--- src/rtl/fetch_pc_unit_pkg.sv ---
// Shared types for the fetch PC stage: BTB entry layout and 2-bit predictor counter encodings.
package fetch_pc_unit_pkg;

   typedef logic [1:0] ctr_t;

   localparam ctr_t CTR_WNT   = 2'b01;
   localparam ctr_t CTR_WT    = 2'b10;
   localparam int   TAG_MAX_W = 30;

   // Tag field is sized for the smallest legal BTB; narrower tags are zero-extended.
   typedef struct packed {
      logic                 valid;
      logic [TAG_MAX_W-1:0] tag;
      logic [31:0]          target;
      ctr_t                 ctr;
   } btb_entry_t;

   function automatic logic [31:0] pc_plus4(input logic [31:0] pc);
      return pc + 32'd4;
   endfunction

endpackage

--- src/rtl/fetch_pc_unit_if.sv ---
// Fetch-stage bundle between the hazard/MEM side (master) and the PC unit (slave).
interface fetch_pc_unit_if;
   logic        pcen;
   logic        halt;
   logic        mem_valid;
   logic        mem_retire;
   logic        mem_is_br;
   logic        mem_is_jmp;
   logic        mem_taken;
   logic [31:0] mem_pc;
   logic [31:0] mem_target;
   logic [31:0] mem_pred_next;
   logic [31:0] imemaddr;
   logic [31:0] if_npc;
   logic [31:0] if_pred_next;
   logic        mispredict;

   modport master (
      output pcen, halt, mem_valid, mem_retire, mem_is_br, mem_is_jmp, mem_taken,
             mem_pc, mem_target, mem_pred_next,
      input  imemaddr, if_npc, if_pred_next, mispredict
   );

   modport slave (
      input  pcen, halt, mem_valid, mem_retire, mem_is_br, mem_is_jmp, mem_taken,
             mem_pc, mem_target, mem_pred_next,
      output imemaddr, if_npc, if_pred_next, mispredict
   );
endinterface

--- src/rtl/fetch_pc_unit_btb.sv ---
// Direct-mapped branch target buffer with 2-bit saturating counters.
// Lookup is combinational on the pre-update array; updates land at the clock edge.
module branch_target_buffer
   import fetch_pc_unit_pkg::*;
#(
   parameter int BTB_ENTRIES = 16,
   localparam int IDX_W = $clog2(BTB_ENTRIES),
   localparam int TAG_W = 30 - IDX_W
) (
   input  logic             clk_i,
   input  logic             rst_i,
   input  logic [IDX_W-1:0] lkup_idx_i,
   input  logic [TAG_W-1:0] lkup_tag_i,
   output logic             lkup_taken_o,
   output logic [31:0]      lkup_target_o,
   input  logic             upd_en_i,
   input  logic             upd_taken_i,
   input  logic [IDX_W-1:0] upd_idx_i,
   input  logic [TAG_W-1:0] upd_tag_i,
   input  logic [31:0]      upd_target_i
);

   btb_entry_t entries_q [BTB_ENTRIES];
   btb_entry_t lkup_ent;
   btb_entry_t upd_ent;
   logic       upd_hit;

   function automatic logic [TAG_MAX_W-1:0] pad_tag(input logic [TAG_W-1:0] t);
      logic [TAG_MAX_W-1:0] r;
      r          = '0;
      r[TAG_W-1:0] = t;
      return r;
   endfunction

   function automatic ctr_t ctr_step(input ctr_t c, input logic taken);
      if (taken) return (c == 2'b11) ? c : c + 2'd1;
      else       return (c == 2'b00) ? c : c - 2'd1;
   endfunction

   assign lkup_ent      = entries_q[lkup_idx_i];
   assign lkup_taken_o  = lkup_ent.valid & (lkup_ent.tag == pad_tag(lkup_tag_i)) & lkup_ent.ctr[1];
   assign lkup_target_o = lkup_ent.target;

   assign upd_ent = entries_q[upd_idx_i];
   assign upd_hit = upd_ent.valid & (upd_ent.tag == pad_tag(upd_tag_i));

   // Only valid and counter need a known reset value; tag/target are qualified by valid.
   always_ff @(posedge clk_i) begin
      if (rst_i) begin
         for (int i = 0; i < BTB_ENTRIES; i++) begin
            entries_q[i].valid <= 1'b0;
            entries_q[i].ctr   <= CTR_WNT;
         end
      end else if (upd_en_i) begin
         if (upd_hit) begin
            entries_q[upd_idx_i].ctr <= ctr_step(upd_ent.ctr, upd_taken_i);
            if (upd_taken_i) entries_q[upd_idx_i].target <= upd_target_i;
         end else if (upd_taken_i) begin
            entries_q[upd_idx_i].valid  <= 1'b1;
            entries_q[upd_idx_i].tag    <= pad_tag(upd_tag_i);
            entries_q[upd_idx_i].target <= upd_target_i;
            entries_q[upd_idx_i].ctr    <= CTR_WT;
         end
      end
   end

endmodule

--- src/rtl/fetch_pc_unit.sv ---
// Program-counter stage: BTB-predicted next PC, MEM-stage misprediction detection and redirect,
// hazard-unit stall gating and a sticky halt that freezes fetch until reset.
module fetch_pc_unit
   import fetch_pc_unit_pkg::*;
#(
   parameter logic [31:0] PC_INIT     = 32'h0,
   parameter int          BTB_ENTRIES = 16
) (
   input logic           CLK,
   input logic           RST,
   fetch_pc_unit_if.slave bus
);

   localparam int IDX_W = $clog2(BTB_ENTRIES);
   localparam int TAG_W = 30 - IDX_W;

   logic [31:0] pc_q, pc_d;
   logic        halted_q, halted_d;
   logic [31:0] npc, actual_next, pred_next, btb_target;
   logic        btb_taken, res_taken, misp, upd_en;

   assign npc         = pc_plus4(pc_q);
   assign res_taken   = bus.mem_is_jmp | (bus.mem_is_br & bus.mem_taken);
   assign actual_next = res_taken ? bus.mem_target : pc_plus4(bus.mem_pc);
   // Also catches non-branches that were predicted taken (aliasing): they resolve to mem_pc+4.
   assign misp        = bus.mem_valid & ~halted_q & (actual_next != bus.mem_pred_next);
   assign pred_next   = btb_taken ? btb_target : npc;
   assign upd_en      = bus.mem_retire & bus.mem_valid & (bus.mem_is_br | bus.mem_is_jmp) & ~halted_q;

   branch_target_buffer #(.BTB_ENTRIES(BTB_ENTRIES)) u_btb (
      .clk_i         (CLK),
      .rst_i         (RST),
      .lkup_idx_i    (pc_q[IDX_W+1:2]),
      .lkup_tag_i    (pc_q[31:IDX_W+2]),
      .lkup_taken_o  (btb_taken),
      .lkup_target_o (btb_target),
      .upd_en_i      (upd_en),
      .upd_taken_i   (res_taken),
      .upd_idx_i     (bus.mem_pc[IDX_W+1:2]),
      .upd_tag_i     (bus.mem_pc[31:IDX_W+2]),
      .upd_target_i  (bus.mem_target)
   );

   always_comb begin
      pc_d     = pc_q;
      halted_d = halted_q | bus.halt;
      if (bus.pcen & ~bus.halt & ~halted_q) begin
         pc_d = misp ? actual_next : pred_next;
      end
   end

   always_ff @(posedge CLK) begin
      if (RST) begin
         pc_q     <= PC_INIT;
         halted_q <= 1'b0;
      end else begin
         pc_q     <= pc_d;
         halted_q <= halted_d;
      end
   end

   assign bus.imemaddr     = pc_q;
   assign bus.if_npc       = npc;
   assign bus.if_pred_next = pred_next;
   assign bus.mispredict   = misp;

endmodule

--- src/flat_wrapper.sv ---
// flat-port wrapper written by rule: the top's interface ports become plain ports
module fetch_pc_unit_flat import fetch_pc_unit_pkg::*;
#(
   parameter logic [31:0] PC_INIT     = 32'h0,
   parameter int          BTB_ENTRIES = 16
)
  (CLK, RST, bus_pcen, bus_halt, bus_mem_valid, bus_mem_retire, bus_mem_is_br, bus_mem_is_jmp, bus_mem_taken, bus_mem_pc, bus_mem_target, bus_mem_pred_next, bus_imemaddr, bus_if_npc, bus_if_pred_next, bus_mispredict);
  fetch_pc_unit_if bus_i ();
  input logic CLK;
  input logic RST;
  input wire logic [$bits(bus_i.pcen)-1:0] bus_pcen;
  input wire logic [$bits(bus_i.halt)-1:0] bus_halt;
  input wire logic [$bits(bus_i.mem_valid)-1:0] bus_mem_valid;
  input wire logic [$bits(bus_i.mem_retire)-1:0] bus_mem_retire;
  input wire logic [$bits(bus_i.mem_is_br)-1:0] bus_mem_is_br;
  input wire logic [$bits(bus_i.mem_is_jmp)-1:0] bus_mem_is_jmp;
  input wire logic [$bits(bus_i.mem_taken)-1:0] bus_mem_taken;
  input wire logic [$bits(bus_i.mem_pc)-1:0] bus_mem_pc;
  input wire logic [$bits(bus_i.mem_target)-1:0] bus_mem_target;
  input wire logic [$bits(bus_i.mem_pred_next)-1:0] bus_mem_pred_next;
  output wire logic [$bits(bus_i.imemaddr)-1:0] bus_imemaddr;
  output wire logic [$bits(bus_i.if_npc)-1:0] bus_if_npc;
  output wire logic [$bits(bus_i.if_pred_next)-1:0] bus_if_pred_next;
  output wire logic [$bits(bus_i.mispredict)-1:0] bus_mispredict;
  assign bus_i.pcen = bus_pcen;
  assign bus_i.halt = bus_halt;
  assign bus_i.mem_valid = bus_mem_valid;
  assign bus_i.mem_retire = bus_mem_retire;
  assign bus_i.mem_is_br = bus_mem_is_br;
  assign bus_i.mem_is_jmp = bus_mem_is_jmp;
  assign bus_i.mem_taken = bus_mem_taken;
  assign bus_i.mem_pc = bus_mem_pc;
  assign bus_i.mem_target = bus_mem_target;
  assign bus_i.mem_pred_next = bus_mem_pred_next;
  assign bus_imemaddr = bus_i.imemaddr;
  assign bus_if_npc = bus_i.if_npc;
  assign bus_if_pred_next = bus_i.if_pred_next;
  assign bus_mispredict = bus_i.mispredict;
  fetch_pc_unit #(.PC_INIT(PC_INIT), .BTB_ENTRIES(BTB_ENTRIES)) u_core (.CLK(CLK), .RST(RST), .bus(bus_i));
endmodule
--- config.mk ---
export PLATFORM = sky130hd
export DESIGN_NAME = fetch_pc_unit_flat
export DESIGN_NICKNAME = d
export VERILOG_FILES = /design/src/rtl/fetch_pc_unit_pkg.sv /design/src/rtl/fetch_pc_unit_if.sv /design/src/rtl/fetch_pc_unit_btb.sv /design/src/rtl/fetch_pc_unit.sv /design/src/flat_wrapper.sv
export SDC_FILE = /design/constraint.sdc
export NUM_CORES = 1
export LEC_CHECK = 0
export BUFFER_PORTS_ARGS = -buffer_cell sky130_fd_sc_hd__clkbuf_2
export CAP_MARGIN = 5
export CORE_MARGIN = 4
export CORE_UTILIZATION = 39
export DETAILED_ROUTE_END_ITERATION = 10
export PLACE_DENSITY = 0.63
export SYNTH_ARGS = -nofsm -noshare
export SYNTH_HDL_FRONTEND = slang
export SYNTH_SLANG_ARGS = --single-unit
--- constraint.sdc ---
create_clock -name CLK -period 9.63 [get_ports CLK]
set_clock_uncertainty 0.05 [all_clocks]
set_input_delay 0.963 -clock CLK [delete_from_list [all_inputs] [get_ports CLK]]
set_output_delay 0.963 -clock CLK [all_outputs]
set_load 0.005 [all_outputs]
==> flow_summary.json <==
{
  "cts_tree": "done",
  "synthArstFlopShare_pct": 0,
  "peakVddDrop_mv": 0.155,
  "cts_setup_buffers": 0,
  "drt_first_pass_iters": 6,
  "dpl.hpwl_mm": 92.7,
  "clk_latency_ns": 0.72,
  "cap_violations": 0,
  "path_class": "flip-flop to primary output",
  "fin_crit_ns": 6.94,
  "netlist_area_um2": 46200,
  "synth-edff-count": 960,
  "drt-total-wl_mm": 147,
  "syn_avg_cell_area_um2": 18.1,
  "synth_flop_cell": "edfxtp_1",
  "status": "completed",
  "rows": 125,
  "yosysTopAreaCell": "edfxtp_1",
  "cts_htree_levels": 3,
  "grt.overflow.total": 0,
  "remaining_drc_errors": 0,
  "clockRootBuffer": "clkbuf_16",
  "synth_warnings": 0,
  "worstMarginPinSlew_ns": 1.21,
  "clock-sinks": 1013,
  "path_clk_slew_ns": 0.06,
  "r2r_cells": 11,
  "p_per_area_nw_per_um2": 183,
  "grt_antenna_before_repair": 19,
  "start_util_pct": 39.5,
  "io_pins": 202,
  "ys_ff_latch": 1013,
  "cp_data_required_time_ns": 8.62,
  "rsz0062_at_grt": "no",
  "hold_class": "flip-flop to flip-flop",
  "grt_usage_pct": 23.2,
  "crit_arrival_ns": 5.92,
  "vias": 27600,
  "cts_buffers": 102,
  "fin_crit_sh_pct": 72.0,
  "cts_hold_buf": 0,
  "drive_gt1_share_pct": 32.6,
  "setup_viol": 0,
  "p_leak_nw": 16.3,
  "die_height_um": 352,
  "slew_headroom_pct": 19.4,
  "synth.distinct_cells": 73,
  "fmax_ghz": 0.144,
  "grt_pass1_wl_mm": 208,
  "critPathCaptureType": "primary output",
  "die_w_um": 352,
  "die_area_um2": 124000,
  "yosysMostFrequentCell": "edfxtp_1",
  "holdPathStages": 2,
  "detail_route.iter0.violations": 3899,
  "cp-start-kind": "flip-flop",
  "path_max_fanout": 38,
  "slew_violations": 0,
  "hold_viol": 0,
  "seq_area_frac_synth_pct": 64.7,
  "core_um2": 117000,
  "syn_inst": 2548,
  "synthTopCellsByCount": "edfxtp_1, mux4_2, nand2_1, nor2_1, clkbuf_1",
  "ctsResizeCount": 0,
  "fillers": 9872,
  "fin_tns_setup_ns": 0,
  "syn_to_final_growth_pct": 13.5,
  "final_util_pct": 44.9,
  "cts_buffer_depth": 3,
  "via_per_inst": 6.34,
  "synth_fp_nets": 2658,
  "regToRegSetupSlack_ns": 3.82,
  "grt_pass1_vias": 27600,
  "grt_max_degree": 136,
  "yosys.area.top_type_share_pct": 62.4,
  "antenna_left": 0,
  "place.gp.congestion": 0.903,
  "port_buffers": 201,
  "synthTopCellsByArea": "edfxtp_1, mux4_2, dfxtp_1, xnor2_1, mux2i_1",
  "wl_per_cell_um": 33.7,
  "nets": 2838
}
[critical path, stage by stage, from the launching register on]
cell and delay (ns):
dfxtp_4 0.84, buf_4 0.74, mux4_2 0.61, mux2i_1 0.19, xor2_1 0.16, nand2_1 0.08
a2111o_1 0.42, nor4_2 0.36, nand4_4 0.86, mux2_2 0.64, clkbuf_2 0.12
[stage by stage]
stage                     std cells  hold slack [ns]  setup slack (ns)  instance area, um^2  total power (W)
after floorplan                2548            0.400              4.63                46200          0.00536
after global placement         4148            0.413              2.87                49000          0.00563
after detailed placement       4148            0.419              2.85                49000          0.00564
after CTS                      4337            0.428              2.62                52400          0.00963
after global routing           4337            0.460              2.43                52400          0.00986
final                          4344            0.426              2.69                52400          0.00958
[cell type report]
class	count	area (um^2)	area share, %
antenna	7	17.5	0.0334
clock buffer	132	2710	5.16
clock inverter	57	691	1.32
inverter	51	194	0.370
multi-input combinational	1295	15500	29.5
sequential	1013	29900	57.0
tap	1524	1910	3.64
timing repair buffer	265	1560	2.98
[state kept, by name, summed over array words and instances (netlist names), named ones only]
| name | cells |
|---|---|
| u_core.u_btb.entries_q | 976 |
| u_core.bus.imemaddr | 32 |
| u_core.halted_q | 1 |
[power breakdown]
| group | switching (W) | internal, W | leakage (nW) |
|---|---|---|---|
| combinational | 0.000419 | 0.000276 | 5.64 |
| clock | 0.00177 | 0.00225 | 1.63 |
| sequential | 0.0000320 | 0.00483 | 9.05 |
[path summary, 6_finish.rpt]
path / start / to
max: flip-flop / bus_if_pred_next[31]
min: u_core.u_btb.entries_q[3][60] / u_core.u_btb.entries_q[3][60]
max reg2reg: flip-flop / flip-flop
min reg2reg: u_core.u_btb.entries_q[3][60] / u_core.u_btb.entries_q[3][60]
[cell families (layout without fill, tap and decap cells)]
group | after synthesis | count (layout) | synth area share, %
xor gates and xnor gates | 137 | 137 | 2.60
buffers and inverters | 240 | 505 | 2.48
muxes | 485 | 485 | 21.6
DFF | 1013 | 1013 | 64.7
adders and majority gates | 6 | 6 | 0.157
AOI/OAI and AO/OA | 225 | 225 | 3.50
other | 0 | 7 | 0
and+or+nand+nor | 442 | 442 | 4.97
[routing by layer]
layer | GRT usage, % | part of all wire (%) | up-vias
met5 | 0 | 0.079 | -
met4 | 7.56 | 3.5 | 16
met3 | 6.43 | 12 | 277
met2 | 34.9 | 45 | 1810
met1 | 32.8 | 40 | 14600
li1 | - | - | 10900
[cells in the final DEF, fill, tap and decap left out, types with 34 or more instances in the layout]
master / instances
edfxtp_1: 960
mux4_2: 395
clkbuf_2: 199
nand2_1: 108
clkbuf_16: 102
xnor2_1: 77
nor2_1: 61
xor2_1: 60
buf_4: 60
mux2i_1: 54
inv_1: 50
o21ai_0: 49
dfxtp_1: 49
nand3_1: 37
nor3_1: 36
nand4_1: 35
nor3b_1: 34
Note: power is estimated with default switching activity, not from simulation.
